### config.mk
export PLATFORM = sky130hd
export DESIGN_NAME = bist_fail_capture
export DESIGN_NICKNAME = d
export VERILOG_FILES = /design/src/rtl/bist_fail_capture.sv
export SDC_FILE = /design/constraint.sdc
export NUM_CORES = 1
export LEC_CHECK = 0
export ABC_AREA = 0
export BUFFER_PORTS_ARGS = -buffer_cell sky130_fd_sc_hd__buf_2
export CORE_MARGIN = 2
export CORE_UTILIZATION = 51
export CTS_CLUSTER_DIAMETER = 80
export DETAILED_ROUTE_END_ITERATION = 8
export GPL_ROUTABILITY_DRIVEN = 0
export PLACE_DENSITY = 0.83
export REMOVE_ABC_BUFFERS = 1
export SLEW_MARGIN = 20
export SYNTH_ARGS = -nofsm -noshare
export SYNTH_HDL_FRONTEND = slang
export SYNTH_SLANG_ARGS = --single-unit
export TNS_END_PERCENT = 5
### constraint.sdc
create_clock -name clk -period 5.7 [get_ports clk]
set_input_delay 0.57 -clock clk [delete_from_list [all_inputs] [get_ports clk]]
set_output_delay 0.57 -clock clk [all_outputs]
set_load 0.01 [all_outputs]
### src/rtl/bist_fail_capture.sv
// BIST fail-capture: sticky go/no-go, per-bit fail map,
// saturating fail counter and first-fail address/syndrome record.
module bist_fail_capture #(
  parameter int DATA_W = 4,
  parameter int ADDR_W = 8,
  parameter int CNT_W  = 8,
  parameter int STICKY = 1
) (
  input  logic              clk,
  input  logic              rst,
  input  logic              clr,
  input  logic              en,
  input  logic              cmp_valid,
  input  logic [ADDR_W-1:0] addr,
  input  logic [DATA_W-1:0] exp_data,
  input  logic [DATA_W-1:0] act_data,
  output logic              go_nogo,
  output logic [DATA_W-1:0] fail_map,
  output logic [CNT_W-1:0]  fail_cnt,
  output logic              cnt_sat,
  output logic              first_valid,
  output logic [ADDR_W-1:0] first_addr,
  output logic [DATA_W-1:0] first_syn
);

  localparam logic [CNT_W-1:0] CNT_MAX = {CNT_W{1'b1}};

  logic              qual;
  logic              miss;
  logic [DATA_W-1:0] syn;
  logic              go_nxt;
  logic [CNT_W-1:0]  cnt_nxt;

  assign qual = en & cmp_valid;
  assign syn  = exp_data ^ act_data;
  assign miss = qual & (|syn);

  // Non-sticky mode shows only the most recent compare.
  assign go_nxt = (STICKY != 0) ? (go_nogo | miss) : miss;

  always_comb begin
    cnt_nxt = fail_cnt;
    if (miss && fail_cnt != CNT_MAX)
      cnt_nxt = fail_cnt + 1'b1;
  end

  always_ff @(posedge clk) begin
    if (rst || clr) begin
      go_nogo     <= 1'b0;
      fail_map    <= '0;
      fail_cnt    <= '0;
      cnt_sat     <= 1'b0;
      first_valid <= 1'b0;
      first_addr  <= '0;
      first_syn   <= '0;
    end else begin
      go_nogo  <= go_nxt;
      fail_map <= fail_map | (qual ? syn : '0);
      fail_cnt <= cnt_nxt;
      cnt_sat  <= (cnt_nxt == CNT_MAX);
      if (miss && !first_valid) begin
        first_valid <= 1'b1;
        first_addr  <= addr;
        first_syn   <= syn;
      end
    end
  end

endmodule

==> results.sh <==
export IMPL_crit_required_ns=5.92
export IMPL_cts_hold_buf=0
export IMPL_layout_min_cycle_time_ns=2.33
export IMPL_die_width_um=53.5
export IMPL_r2r_start="fail_cnt[0]"
export IMPL_hold_violations=0
export IMPL_fin_crit_sh_pct=40.9
export IMPL_grt_pass1_wl_mm=4.08
export IMPL_worst_slack_ns=3.37
export IMPL_synth_distinct_cells=36
export IMPL_io_pins=48
export IMPL_ir_drop_uv=125
export IMPL_seq_area_um2=541
export IMPL_finalSetupTns_ns=0
export IMPL_clock_root_buffer="clkbuf_4"
export IMPL_worst_r2r_cell_count=6
export IMPL_clockBufferDepth=2
export IMPL_use_met2_pct=34.2
export IMPL_drive_above_1_share_pct=30.5
export IMPL_yosysWarnings=0
export IMPL_ant_nets=0
export IMPL_cts_tree="yes"
export IMPL_ys_ff_latch=27
export IMPL_hpwlAfterDp_mm=1.95
export IMPL_cts_sinks=27
export IMPL_die_height_um=53.5
export IMPL_drv_cap=0
export IMPL_cts_buffers=3
export IMPL_synth_area_per_cell_um2=8.43
export IMPL_endpoint_kind="flip-flop"
export IMPL_status="finished clean"
export IMPL_die_area_um2=2860
export IMPL_dr_pass1_iters=4
export IMPL_stdcell_area_um2=1490
export IMPL_hold_path_class="reg -> reg"
export IMPL_grtUsageMet3_pct=3.11
export IMPL_grt_busiest_layer="met2"
export IMPL_fin_cells=218
export IMPL_diodes=0
export IMPL_area_delta_synth_final_pct=19.2
export IMPL_num_vias=1164
export IMPL_nets=213
export IMPL_cpLargestDelayFamily="simple AND/OR/NAND/NOR gates"
export IMPL_p_per_area_nw_per_um2=211
export IMPL_reg2reg_to="cnt_sat"
export IMPL_insertion_delay_ns=0.31
export IMPL_cts_htree_levels=1
export IMPL_multi_input_area_um2=641
export IMPL_hp_start="first_addr[5]"
export IMPL_slowest_delay_ns=0.55
export IMPL_fmax_ghz=0.428
export IMPL_syn_area_um2=1250
export IMPL_port_buffers=47
export IMPL_synth_top_cell_area_share_pct=43.3
export IMPL_whs_path_depth=2
export IMPL_drv_slew=0
export IMPL_finalSetupViolCount=0
export IMPL_fillers=208
export IMPL_cp_cell_sequence="ha_1 -> nand3_1 -> or3b_2 -> a21oi_1 -> o32ai_1 -> a2111oi_2"
export IMPL_place_inst=214
export IMPL_clkTransAtPathRegs_ns=0.14
export IMPL_maxSlewHeadroom_pct=50.0
export IMPL_path_class="reg -> reg"
export IMPL_slowest_stage="dfxtp_1"
export IMPL_track_usage_pct=19.8
export IMPL_grt_pass1_vias=979
export IMPL_cts_setup_buffers=0
export IMPL_holdPathEnd="first_addr[5]"
export IMPL_skew_ns=0.00229
export IMPL_num_rows=17
export IMPL_worst_hold_slack_ns=0.466
export IMPL_cp_depth=6
export IMPL_antenna_found_initial=0
export IMPL_rrSetupSlack_ns=3.37
export IMPL_drt_wl_total_mm=2.64
export IMPL_grt_use_met1_pct=23.8
export IMPL_synthCells=148
export IMPL_synth_largest_area_cell="dfxtp_1"
export IMPL_worst_pin_slew_ns=0.747
export IMPL_cp_start_kind="flip-flop"
export IMPL_grt_ovfl_total=0
export IMPL_crit_buf_inv=0
export IMPL_arrival_ns=2.56
export IMPL_leakage_nw=0.643
export IMPL_coreArea_um2=2250
export IMPL_start_util_pct=55.3
export IMPL_post_route_drc_count=0
export IMPL_dpl_cell_area_um2=1460
export IMPL_pre_cts_ws_ns=3.16
export IMPL_critPathMaxFanout=10
export IMPL_drt_iter0_markers=26
export IMPL_synthTopCellsByArea="dfxtp_1 43%, nor2_1 8.7%, a21oi_1 6.8%"
export IMPL_wl_per_cell_um=12.1
export IMPL_rsz0062_at_grt="no"
export IMPL_ys_seq_area_share_pct=43.3
export IMPL_ctsResizeCount=0
export IMPL_grt_max_degree=27
export IMPL_avgViaCountPerCell=5.34
-- power breakdown --
group           total, W  internal, W  switching (W)  leakage [nW]
Sequential      0.000195     0.000193     0.00000263         0.219
Combinational  0.0000379    0.0000149      0.0000231         0.407
Clock          0.0000800    0.0000262      0.0000538        0.0177
-- synth_stat cells (all sizes together) --
master and count:
a2111oi 1, a21oi 17, a311o 1, a41o 1, and2 2, buf 6, clkbuf 3, dfxtp 27
ha 1, inv 2, mux2i 2, nand2 19, nand2b 1, nand3 3, nand3b 1, nand4 1
nor2 29, nor3 8, nor3b 1, nor4 2, nor4b 2, o211a 1, o21ai 1, o31a 1
o32ai 1, o41a 1, o41ai 1, or2 1, or3b 1, or4b 1, xnor2 5, xor2 4
-- metrics by stage --
step / total power, W / utilization (%)
floorplan: 0.000222 / -
global placement: 0.000236 / 64.7
detailed placement: 0.000238 / 64.7
CTS: 0.000317 / 65.9
global route: 0.000328 / 65.9
finish: 0.000313 / 65.9
-- cells in the final DEF, fill, tap and decap left out, drive strengths merged, types with 2 or more instances in the layout --
cell,n
and2,2
clkbuf,3
nand2,19
nor2,29
inv,2
a21oi,17
nand3,3
dfxtp,27
buf,47
nor3,8
mux2i,2
xnor2,5
nor4b,2
xor2,4
nor4,2
-- cells by family after synthesis --
kind of cell / count (synthesis) / share of synthesized area (%)
AND/OR/NAND/NOR: 72 / 26.9
multiplexers: 2 / 1.60
flip-flops: 27 / 43.3
buffers and inverters: 11 / 5.32
adder cells (fa/ha/maj): 1 / 1.00
XOR/XNOR: 9 / 6.32
AO/OA/AOI/OAI: 26 / 15.5
-- final cells by class --
class,instances,area share (%)
multi-input combinational,110,43.1
sequential,27,36.4
timing repair buffer,47,15.8
tap,28,2.36
clock buffer,3,1.52
inverter,2,0.505
clock inverter,1,0.337
-- worst register-to-register path, cell delays in order, from the launching register on --
cell	delay, ns
dfxtp_1	0.55
ha_1	0.31
nand3_1	0.25
or3b_2	0.52
a21oi_1	0.16
o32ai_1	0.12
a2111oi_2	0.34
-- worst max path at each step --
stage | from | endpoint | slack [ns]
global route | fail_cnt[0] | cnt_sat | 3.15
global placement | act_data[1] | cnt_sat | 3.26
floorplan | act_data[1] | cnt_sat | 3.48
finish | fail_cnt[0] | cnt_sat | 3.37
detailed placement | act_data[1] | cnt_sat | 3.16
CTS | fail_cnt[0] | cnt_sat | 3.37
-- layer usage --
metal  wire, µm  vias to the layer above
li1           -                      595
met1       1150                      522
met2       1280                       43
met3        188                        4
met5          0                        -
met4         27                        0
-- flip-flops by register name (all words and copies together), names as in the netlist --
register     count
cnt_sat          1
fail_cnt         8
fail_map         4
first_addr       8
first_syn        4
first_valid      1
go_nogo          1
Note: power is estimated with default switching activity, not from simulation.
